`src/rtl/uart_tx_fifo.sv`:
```
// UART transmitter with a small input FIFO.
// Data width, parity, stop bits and bit period are set by parameters.
// Queued words go out back to back, with no idle gap between frames.
module uart_tx_fifo #(
  parameter int DATA_BITS    = 8,
  parameter int CLKS_PER_BIT = 868,
  parameter int PARITY       = 0,
  parameter int STOP_BITS    = 1,
  parameter int FIFO_AW      = 2
) (
  input  logic                 clk,
  input  logic                 rst,
  input  logic [DATA_BITS-1:0] tx_data,
  input  logic                 tx_valid,
  output logic                 tx_ready,
  output logic [FIFO_AW:0]     fifo_count,
  output logic                 TX,
  output logic                 busy,
  output logic                 done
);

  localparam int BAUD_W = $clog2(CLKS_PER_BIT);
  localparam int BIT_W  = $clog2(DATA_BITS + 1);
  localparam int DEPTH  = 1 << FIFO_AW;

  localparam logic [BAUD_W-1:0] BAUD_LAST = BAUD_W'(CLKS_PER_BIT - 1);
  localparam logic [BAUD_W-1:0] BAUD_PRE  = BAUD_W'(CLKS_PER_BIT - 2);
  localparam logic [BIT_W-1:0]  DATA_LAST = BIT_W'(DATA_BITS);
  localparam logic [BIT_W-1:0]  STOP_LAST = BIT_W'(STOP_BITS);
  localparam logic              PAR_INV   = (PARITY == 1);

  // Reject illegal configurations during elaboration.
  if (DATA_BITS < 5 || DATA_BITS > 9 || CLKS_PER_BIT < 2 ||
      PARITY < 0 || PARITY > 2 || (STOP_BITS != 1 && STOP_BITS != 2) ||
      FIFO_AW < 1) begin : g_bad_params
    $fatal(1, "uart_tx_fifo: illegal parameter combination");
  end

  typedef enum logic [2:0] {
    IDLE,
    START,
    DATA,
    PAR,
    STOP
  } state_t;

  state_t               state;
  logic [BAUD_W-1:0]    baud_cnt;
  logic [BIT_W-1:0]     bit_cnt;
  logic [DATA_BITS-1:0] shreg;
  logic                 par_bit;

  logic [DATA_BITS-1:0] mem [DEPTH];
  logic [FIFO_AW:0]     wr_ptr;
  logic [FIFO_AW:0]     rd_ptr;
  logic                 full;
  logic                 empty;
  logic                 push;
  logic                 pop;
  logic                 bit_end;
  logic                 frame_end;
  logic [DATA_BITS-1:0] head;

  // The extra pointer MSB separates full from empty when the low bits match.
  assign full       = (wr_ptr[FIFO_AW] != rd_ptr[FIFO_AW]) &&
                      (wr_ptr[FIFO_AW-1:0] == rd_ptr[FIFO_AW-1:0]);
  assign empty      = (wr_ptr == rd_ptr);
  assign tx_ready   = !full;
  assign fifo_count = wr_ptr - rd_ptr;
  assign push       = tx_valid && !full;
  assign head       = mem[rd_ptr[FIFO_AW-1:0]];

  assign bit_end   = (baud_cnt == BAUD_LAST);
  assign frame_end = (state == STOP) && bit_end && (bit_cnt == STOP_LAST);
  // The FSM takes a word when idle, or on the very last cycle of a frame
  // so that the next start bit follows with no gap.
  assign pop       = !empty && ((state == IDLE) || frame_end);

  // FIFO storage needs no reset; the pointers define what is valid.
  always_ff @(posedge clk) begin
    if (push) begin
      mem[wr_ptr[FIFO_AW-1:0]] <= tx_data;
    end
  end

  // FIFO pointers: advance on accepted pushes and on FSM pops.
  always_ff @(posedge clk or posedge rst) begin
    if (rst) begin
      wr_ptr <= '0;
      rd_ptr <= '0;
    end else begin
      if (push) begin
        wr_ptr <= wr_ptr + 1'b1;
      end
      if (pop) begin
        rd_ptr <= rd_ptr + 1'b1;
      end
    end
  end

  // Frame sequencer: bit timing, shifting and registered line outputs.
  always_ff @(posedge clk or posedge rst) begin
    if (rst) begin
      state    <= IDLE;
      baud_cnt <= '0;
      bit_cnt  <= '0;
      shreg    <= '0;
      par_bit  <= 1'b0;
      TX       <= 1'b1;
      busy     <= 1'b0;
      done     <= 1'b0;
    end else begin
      done <= (state == STOP) && (baud_cnt == BAUD_PRE) && (bit_cnt == STOP_LAST);
      if (state != IDLE) begin
        baud_cnt <= bit_end ? '0 : baud_cnt + BAUD_W'(1);
      end
      case (state)
        IDLE: begin
          baud_cnt <= '0;
          bit_cnt  <= '0;
          if (pop) begin
            shreg   <= head;
            par_bit <= (^head) ^ PAR_INV;
            state   <= START;
            TX      <= 1'b0;
            busy    <= 1'b1;
          end
        end
        START: begin
          if (bit_end) begin
            state   <= DATA;
            TX      <= shreg[0];
            shreg   <= {1'b0, shreg[DATA_BITS-1:1]};
            bit_cnt <= BIT_W'(1);
          end
        end
        DATA: begin
          if (bit_end) begin
            if (bit_cnt == DATA_LAST) begin
              if (PARITY != 0) begin
                state <= PAR;
                TX    <= par_bit;
              end else begin
                state   <= STOP;
                TX      <= 1'b1;
                bit_cnt <= BIT_W'(1);
              end
            end else begin
              TX      <= shreg[0];
              shreg   <= {1'b0, shreg[DATA_BITS-1:1]};
              bit_cnt <= bit_cnt + BIT_W'(1);
            end
          end
        end
        PAR: begin
          if (bit_end) begin
            state   <= STOP;
            TX      <= 1'b1;
            bit_cnt <= BIT_W'(1);
          end
        end
        STOP: begin
          if (bit_end) begin
            if (bit_cnt == STOP_LAST) begin
              if (pop) begin
                shreg   <= head;
                par_bit <= (^head) ^ PAR_INV;
                state   <= START;
                TX      <= 1'b0;
              end else begin
                state   <= IDLE;
                TX      <= 1'b1;
                busy    <= 1'b0;
                bit_cnt <= '0;
              end
            end else begin
              bit_cnt <= bit_cnt + BIT_W'(1);
            end
          end
        end
        default: begin
          state <= IDLE;
          TX    <= 1'b1;
          busy  <= 1'b0;
        end
      endcase
    end
  end

endmodule

```
`config.mk`:
```
export PLATFORM = sky130hd
export DESIGN_NAME = uart_tx_fifo
export DESIGN_NICKNAME = d
export VERILOG_FILES = /design/src/rtl/uart_tx_fifo.sv
export SDC_FILE = /design/constraint.sdc
export NUM_CORES = 1
export LEC_CHECK = 0
export ABC_AREA = 1
export CELL_PAD_IN_SITES_DETAIL_PLACEMENT = 1
export CELL_PAD_IN_SITES_GLOBAL_PLACEMENT = 1
export CORE_ASPECT_RATIO = 0.9
export CORE_MARGIN = 2
export CORE_UTILIZATION = 50
export DETAILED_ROUTE_END_ITERATION = 8
export GPL_TIMING_DRIVEN = 0
export PLACE_DENSITY_LB_ADDON = 0.1
export RECOVER_POWER = 50
export SLEW_MARGIN = 20
export SYNTH_ARGS = -nofsm -noshare
export SYNTH_HDL_FRONTEND = slang
export SYNTH_SLANG_ARGS = --single-unit
```
`constraint.sdc`:
```
create_clock -name clk -period 3.7 [get_ports clk]
set_input_delay 0.37 -clock clk [delete_from_list [all_inputs] [get_ports clk]]
set_output_delay 0.37 -clock clk [all_outputs]
set_load 0.01 [all_outputs]
```
Yosys cells after proc, flatten, opt, wreduce, memory -nomap -nowiden
Memory sizes are Yosys's and may differ from the RTL's. Cells that the tools add are included.

Bits in registers: 34. RAM bits: 32. Input port bits: 11. Output and inout port bits: 7. Word-level logic and storage cells: 102. Memories kept: 1.

Memories: mem (words 4, width 8, rd ports 1, clocked after memory_dff 0, wr ports 1, line 53) `logic [DATA_BITS-1:0] mem [DEPTH];`.

Add/subtract/negate cells: 5. Eq/ne operators: 22. Multiplexer cells: 42. Bitwise logic cells: 1. Reduce and logical (&&, ||, !) cells: 22.

Operators with widths (number): $mux W8 (6); $pmux W8 S4 (1); $mux W10 (3); $mux W4 (6); $mux W3 (7); $eq A10 B10 Y1 const B (2); $ne A2 B2 Y1 const B (8); $pmux W4 S4 (1); $mux W1 (15); $pmux W3 S5 (1); $reduce_and A6 Y1 (2); $add A10 B1 Y10 const B (1); $reduce_and A5 Y1 (2); $reduce_bool A4 Y1 (2); $logic_and A1 B1 Y1 (7); $reduce_and A7 Y1 (1); $add A3 B1 Y3 const B (2); $eq A3 B2 Y1 const B (2); $pmux W1 S5 (1); $add A4 B1 Y4 const B (1); $eq A4 B1 Y1 const B (1); $eq A4 B4 Y1 const B (1); $ne A2 B1 Y1 const B (2); $eq A3 B1 Y1 const B (1); 15 further kinds (16).

Logic depth before layout (Yosys ltp)
Depth in word-level cells: 9. Gate-level depth with buffers: 12. Gate-level depth less buffers: 12.

Worst setup path before layout
Ideal clock, no wire load.

Path kind: register to register. Start point: register rd_ptr[1]. End point: memory mem[3][0] (enable). Setup time: 0.375 ns. Data arrival time: 1.648 ns. Required time: 3.325 ns. Path slack: 1.677 ns. Cell stages (with the launch flop): 8. Path buffers: 0. Clock period less this slack: 2.023 ns. Cells stage by stage: dfrtp_1 > inv_1 > ha_1 > nand2_1 > inv_1 > nand3_1 > nand2_1 > nor2_1.

Word-level cells in the longest chain between the ends: 6.

RTL lines: start: declaration (line 55) `logic [FIFO_AW:0] rd_ptr;`; start signal: assignment (line 96) `rd_ptr <= rd_ptr + 1'b1;`; $eq A2 B2 Y1 (line 66) `(wr_ptr[FIFO_AW-1:0] == rd_ptr[FIFO_AW-1:0]);`; $logic_and A1 B1 Y1 (line 65) `assign full = (wr_ptr[FIFO_AW] != rd_ptr[FIFO_AW]) &&`; $logic_not A1 Y1; via tx_ready (line 15) `output logic tx_ready,`; $logic_and A1 B1 Y1 (line 70) `assign push = tx_valid && !full;`; $mux W1 (line 81) `if (push) begin`; $mux W1 (not written as such) (line 82) `mem[wr_ptr[FIFO_AW-1:0]] <= tx_data;`; end: declaration (line 53).

The timed path passes the listed nets, and every way through them passes these cells.

Final worst setup path
Start point: register rd_ptr[1]. End point: memory mem[3][4] (enable).

Word-level cells in the longest chain between the ends: 6.

RTL lines (line): $eq A2 B2 Y1 (66); $logic_and A1 B1 Y1 (65); $logic_not A1 Y1 (70); $logic_and A1 B1 Y1 (70); $mux W1 (81); $mux W1 (not written as such) (82).

No other way between the ends.

==> flow_summary_export.csv <==
group,metric,value,unit
synth,yosysUniqueCellTypes,37,
clocking,cts_buffers,9,
global_route,grt_pass1_wl,12.1,mm
power,irDropWorstVdd,476,uV
worst_setup_path,worstSetupPathType,"register to register",
sta,final.setup.worst_slack,1.09,ns
clocking,clk_latency,0.34,ns
global_route,antenna_found_initial,0,
synth,synth_common_cells,"nand2_1, nor2_1, dfrtp_1",
floorplanning,initial_utilization,52.6,%
min_path,hp-class,"register to register",
synth,synth.most_common_cell,"nand2_1",
layout,diodes,0,
worst_setup_path,max_stage_delay,0.77,ns
synth,syn-instance-count,337,
synth,ys_ff_latch,66,
clocking,cts_resized,0,
layout,postLayoutCellArea,3750,um^2
clocking,cts_tree,"yes",
sta,slew_headroom,10.0,%
min_path,hold_depth,2,
clocking,cts_setup_buffers,0,
sta,slew_violations,0,
power,p_sw,0.523,mW
clocking,ctsHoldBuffers,0,
worst_setup_path,path_buf_inv,2,
status,status,"finished, final reports clean",
drt,first_iter_violations,113,
placed_design,placedCellCount,441,
placed_design,placed_cell_area,3550,um^2
floorplanning,dieHeight,80.7,um
global_route,grt_max_degree,35,
sta,grt_setup_unrepaired,"no",
layout,finalNonFillerCells,457,
synth,synth_seq_area_share,55.5,%
drt,wire_per_inst,16.0,um
synth,synth-main-ff-cell,"dfrtp_1",
drt,routed_wl,7.30,mm
worst_setup_path,arrival,2.56,ns
sta,period_share,70.5,%
drt,route.detailed.drc,0,
sta,whs,0.477,ns
layout,drive_gt1_share,11.6,%
synth,synth_top_area_share,29.4,%
synth,synth_edf_count,32,
sta,finalClockSkew,0.0123,ns
sta,finalHoldViolCount,0,
global_route,grt_usage,22.8,%
worst_setup_path,reg2reg_from,"rd_ptr[1]",
placed_design,hpwl,5.11,mm
floorplanning,std_cell_rows,27,
synth,avgSynthCellArea,9.69,um^2
drt,vias,2363,
worst_setup_path,timing.rr.end,"mem[3][4]",
synth,synthesis.area,3270,um^2
floorplanning,ios,18,
power,p_clk_share,35.2,%
global_route,grt_overflow,0,
run,drv_cap,0,
min_path,whs_endpoint,"shreg[5]",
worst_setup_path,r2r_setup_slack,1.09,ns
clocking,cts_sinks,66,
synth,yosysWarnings,0,
synth,synth_top_cell_by_area,"edfxtp_1",
power,combPwrFrac,17.4,%
power,p_sw_share,27.6,%
worst_setup_path,cp_max_fo,9,
clocking,cts-root-buf,"clkbuf_8",
worst_setup_path,start_kind,"register",
min_path,hold_start,"shreg[5]",
power,powerDensity,504,nW/um^2
synth,ys_async_sr_fraction,51.5,%
power,leakage,1.61,nW
placed_design,numPortBuffers,17,
worst_setup_path,critPathTopFamily,"simple AND/OR/NAND/NOR gates",
synth,synth.area.top_cells,"edfxtp_1, dfrtp_1, nand2_1",
floorplanning,core,6220,um^2
sta,finalSetupViolCount,0,
sta,period_needed,2.61,ns
sta,max_slew.worst_pin.slew,1.35,ns
power,power.internal,1.37,mW
worst_setup_path,endpoint_kind,"register",
drt,antenna_left,0,
worst_setup_path,worst_r2r_path_depth,7,
power,p_seq_share,47.4,%
clocking,clk_pin_slew,0.08,ns
floorplanning,dieWidth,89.2,um
placed_design,gp_congestion,0.779,
worst_setup_path,cp.required,3.66,ns
worst_setup_path,worstPathCellList,"inv_1, ha_1, nand2_1, inv_1, nand3_1, nand2_1, nor2_1",
sta,tns,0,ns
layout,nNetsFinal,389,
drt,vias_per_cell,5.17,
synth,syn_nets,361,
sta,clock.fmax,0.384,GHz
placed_design,dp_slack,1.10,ns
clocking,cts_max_level,3,
clocking,clock_path_buffers,2,
drt,drt_pre_antenna_iters,4,
floorplanning,dieArea,7200,um^2
global_route,grt_pass1_vias,2464,
worst_setup_path,crit_slowest_cell,"nor2_1",
layout,area_delta_synth_final,14.7,%
## layout by cell type (no fill, tap or decap), types with 2 or more instances in the layout
cell type	n
a21oi_1	13
a31oi_1	2
buf_2	2
bufinv_16	2
clkbuf_1	2
clkbuf_8	9
clkdlybuf4s50_1	8
clkinv_1	2
clkinv_2	2
clkinvlp_4	2
dfrtp_1	33
dlygate4sd3_1	9
edfxtp_1	32
ha_1	12
inv_1	31
inv_2	2
nand2_1	75
nand2_2	8
nand2_4	4
nand3_1	18
nand3b_1	2
nor2_1	36
nor2_2	2
nor3_1	5
nor3b_1	2
o21ai_0	25
o21ai_1	5
xnor2_1	3
xor2_1	8
## per-layer routing
metal | wire, um | up-vias | global-route usage [%]
li1 | - | 1161 | -
met1 | 3510 | 1164 | 30.8
met2 | 3510 | 29 | 36.5
met3 | 205 | 9 | 6.17
met4 | 74 | 0 | 5.37
met5 | 0 | - | 0
## worst reg2reg max path: stages, from the launching register on
cell     delay (ns)
dfrtp_1        0.46
inv_1          0.22
ha_1           0.27
nand2_1        0.06
inv_1          0.08
nand3_1        0.14
nand2_1        0.21
nor2_1         0.78
## power groups by stage
stage / Combinational, mW / Sequential [mW] / Clock, mW
CTS: 0.337 / 0.897 / 0.678
floorplan: 0.179 / 0.901 / 0
finish: 0.328 / 0.897 / 0.666
detailed placement: 0.325 / 0.912 / 0
global route: 0.363 / 0.906 / 0.707
global placement: 0.303 / 0.908 / 0
## cell families (layout without fill, tap and decap cells)
logic type | Yosys count | in the layout | share of synthesized area (%)
AO/OA/AOI/OAI | 46 | 46 | 7.62
XOR/XNOR | 11 | 11 | 2.95
adder cells (fa/ha/maj) | 13 | 13 | 5.21
buffers and inverters | 41 | 74 | 5.09
flip-flops | 66 | 66 | 55.5
AND/OR/NAND/NOR | 160 | 160 | 23.6
## layout make-up
class / count / area, um^2
clock buffers: 9 / 124
well taps: 87 / 109
inverters: 36 / 138
flip-flops and latches: 66 / 1810
plain buffers: 5 / 28.8
repair buffers: 17 / 170
fillers: 727 / 2470
clock inverters: 7 / 93.8
multi-input cells: 230 / 1270
## worst max path at each step
stage | start | end | slack, ns | depth (start not counted)
2_1_floorplan | rd_ptr[1] | mem[3][0] | 1.68 | 7
3_5_place_dp | rd_ptr[1] | mem[3][1] | 1.10 | 7
6_report | rd_ptr[1] | mem[3][4] | 1.09 | 7
3_3_place_gp | rd_ptr[1] | mem[3][4] | 1.20 | 7
5_1_grt | rd_ptr[1] | mem[3][0] | 0.89 | 7
4_1_cts | rd_ptr[1] | mem[3][4] | 1.06 | 7
## state kept, by name (all words and copies together), names as in the netlist, 3 cells and up
register / flops
shreg: 8
bit_cnt: 4
rd_ptr: 3
mem: 32
wr_ptr: 3
state: 3
baud_cnt: 10
## per-stage QoR
| step | total power, mW | util, % |
|---|---|---|
| after floorplan | 1.08 | - |
| after global placement | 1.21 | 57.0 |
| after detailed placement | 1.24 | 57.0 |
| after CTS | 1.91 | 60.5 |
| after global routing | 1.98 | 60.3 |
| final | 1.89 | 60.3 |
Note: power is estimated with default switching activity, not from simulation.
==> patch: new RTL, config.mk and constraints unchanged <==
The 5 states of `state_t` get a one-hot encoding in 5 bits.
--- a/src/rtl/uart_tx_fifo.sv
+++ b/src/rtl/uart_tx_fifo.sv
@@ -38,8 +38,8 @@
 
-  typedef enum logic [2:0] {
-    IDLE,
-    START,
-    DATA,
-    PAR,
-    STOP
+  typedef enum logic [4:0] {
+    IDLE  = 5'b00001,
+    START = 5'b00010,
+    DATA  = 5'b00100,
+    PAR   = 5'b01000,
+    STOP  = 5'b10000
   } state_t;
Formal check against the unedited RTL: same outputs for any inputs over 10 cycles, from zero or initial values and one cycle with rst high; not proved beyond that.
==> patch against the unedited design <==
- maximum frequency is 13% lower
- sequential cell count is 1 higher
- cell area is 7.9% higher
- synthesized cell count is 7.1% higher
- sequential share of layout area is 2.9 points lower
- setup slack worse by 380 ps
- area after synthesis is 8.2% higher
- non-clock buffer count is 2 higher
- largest cell class unchanged
- hold slack worse by 7.1 ps
- routed wire length is 1.8% higher
Power is not compared: it rests on default switching activity, and its combinational part moved more than twofold at a synthesized area within 25%.
==> patch: results <==
group,metric,value,unit
outcome,status,"finished clean",
cells_and_area,drive_above_1_share,17.5,%
setup_path,cp.arrival,2970,ps
drt,drtIter0Drc,74,
yosys,ys_async_sr_fraction,52.2,%
yosys,ys_seq_area_share,52.0,%
grt,grt_use_met3,5.15,%
sta,worst_slew_pin_slew,985,ps
grt,grt_use_met2,38.4,%
grt,grt_pass1_vias,2633,
yosys,synth_top_cell_area_share,27.2,%
grt,antenna_found_initial,0,
sta,finClkSkew,20.4,ps
yosys,synth_nets,385,
grt,grt_max_degree,20,
cts,clk_pin_slew,80,ps
yosys,synth_area_leaders,"edfxtp_1 (27%), dfrtp_1 (23%), nand2_1 (8.1%), nor2_1 (5.2%), ha_1 (4.2%)",
floorplanning,core.rowCount,29,
grt,grt_util_met1,27.6,%
cts,clockBufferDepth,2,
cells_and_area,fin_nets,414,
cells_and_area,nFillCells,801,
grt,track_usage,22.0,%
drt,dr.pass1.iters,4,
pwr,p_sw,1.52,mW
setup_path,path_max_fanout,10,
cells_and_area,largest_reg_flops,32,
placement,gp_congestion,0.757,
drt,wl_per_cell,15.2,µm
placement,hpwl,5.40,mm
grt,grt_pass1_wl,13.0,mm
yosys,ys.flop_type,"dfrtp_1",
drt,num_vias,2458,
yosys,ys_types,40,
yosys,yosys-top-cells-count,"nand2_1 (76), nor2_1 (49), dfrtp_1 (33), edfxtp_1 (32), inv_1 (28)",
cts,clk_latency,360,ps
==> patch: logic make-up after synthesis <==
| logic type | share of synthesized area [%] |
|---|---|
| xor+xnor | 2.73 |
| buf+inv | 5.31 |
| fa+ha+maj | 4.81 |
| simple gates | 29.1 |
| compound gates | 6.02 |
| flops | 52.0 |
==> patch: power groups by stage <==
stage                     logic [mW]  registers [mW]  clock network (mW)
after floorplan                 1.24            1.12                   0
after global placement          1.62            1.14                   0
after detailed placement        1.70            1.15                   0
after CTS                       1.71            1.14               0.725
after global routing            1.90            1.17               0.765
final                           1.68            1.14               0.708
==> patch: metrics by stage <==
step | area [µm²] | setup slack [ps] | std cells
after floorplan | 3530 | 1420 | 361
after CTS | 4080 | 638 | 488
after global routing | 4050 | 471 | 488
final | 4050 | 710 | 488
after global placement | 3820 | 809 | 471
after detailed placement | 3850 | 660 | 472
==> patch: routing by layer <==
metal  vias to the layer above  routed length (µm)
li1                       1229                   -
met5                         -                   0
met2                        27                3880
met4                         0                  82
met3                         6                 210
met1                      1196                3250
==> patch: area by class of cell <==
cell class / instances / share of cell area (%)
clock buffer: 9 / 3.06
timing repair buffer: 18 / 4.30
clock inverter: 7 / 2.60
tap: 93 / 2.88
sequential: 67 / 45.5
buffer: 6 / 1.21
multi-input combinational: 252 / 37.1
inverter: 36 / 3.43
==> patch: final timing paths <==
kind / depth (start not counted) / end / slack, ps / startpoint
max in group asynchronous: 3 / bit_cnt[1] / 1780 / rst
min reg2reg: 2 / TX / 470 / TX
min in group asynchronous: 2 / baud_cnt[7] / 580 / rst
max reg2reg: 8 / mem[3][2] / 710 / rd_ptr[1]
max: 8 / mem[3][2] / 710 / rd_ptr[1]
min: 2 / TX / 470 / TX
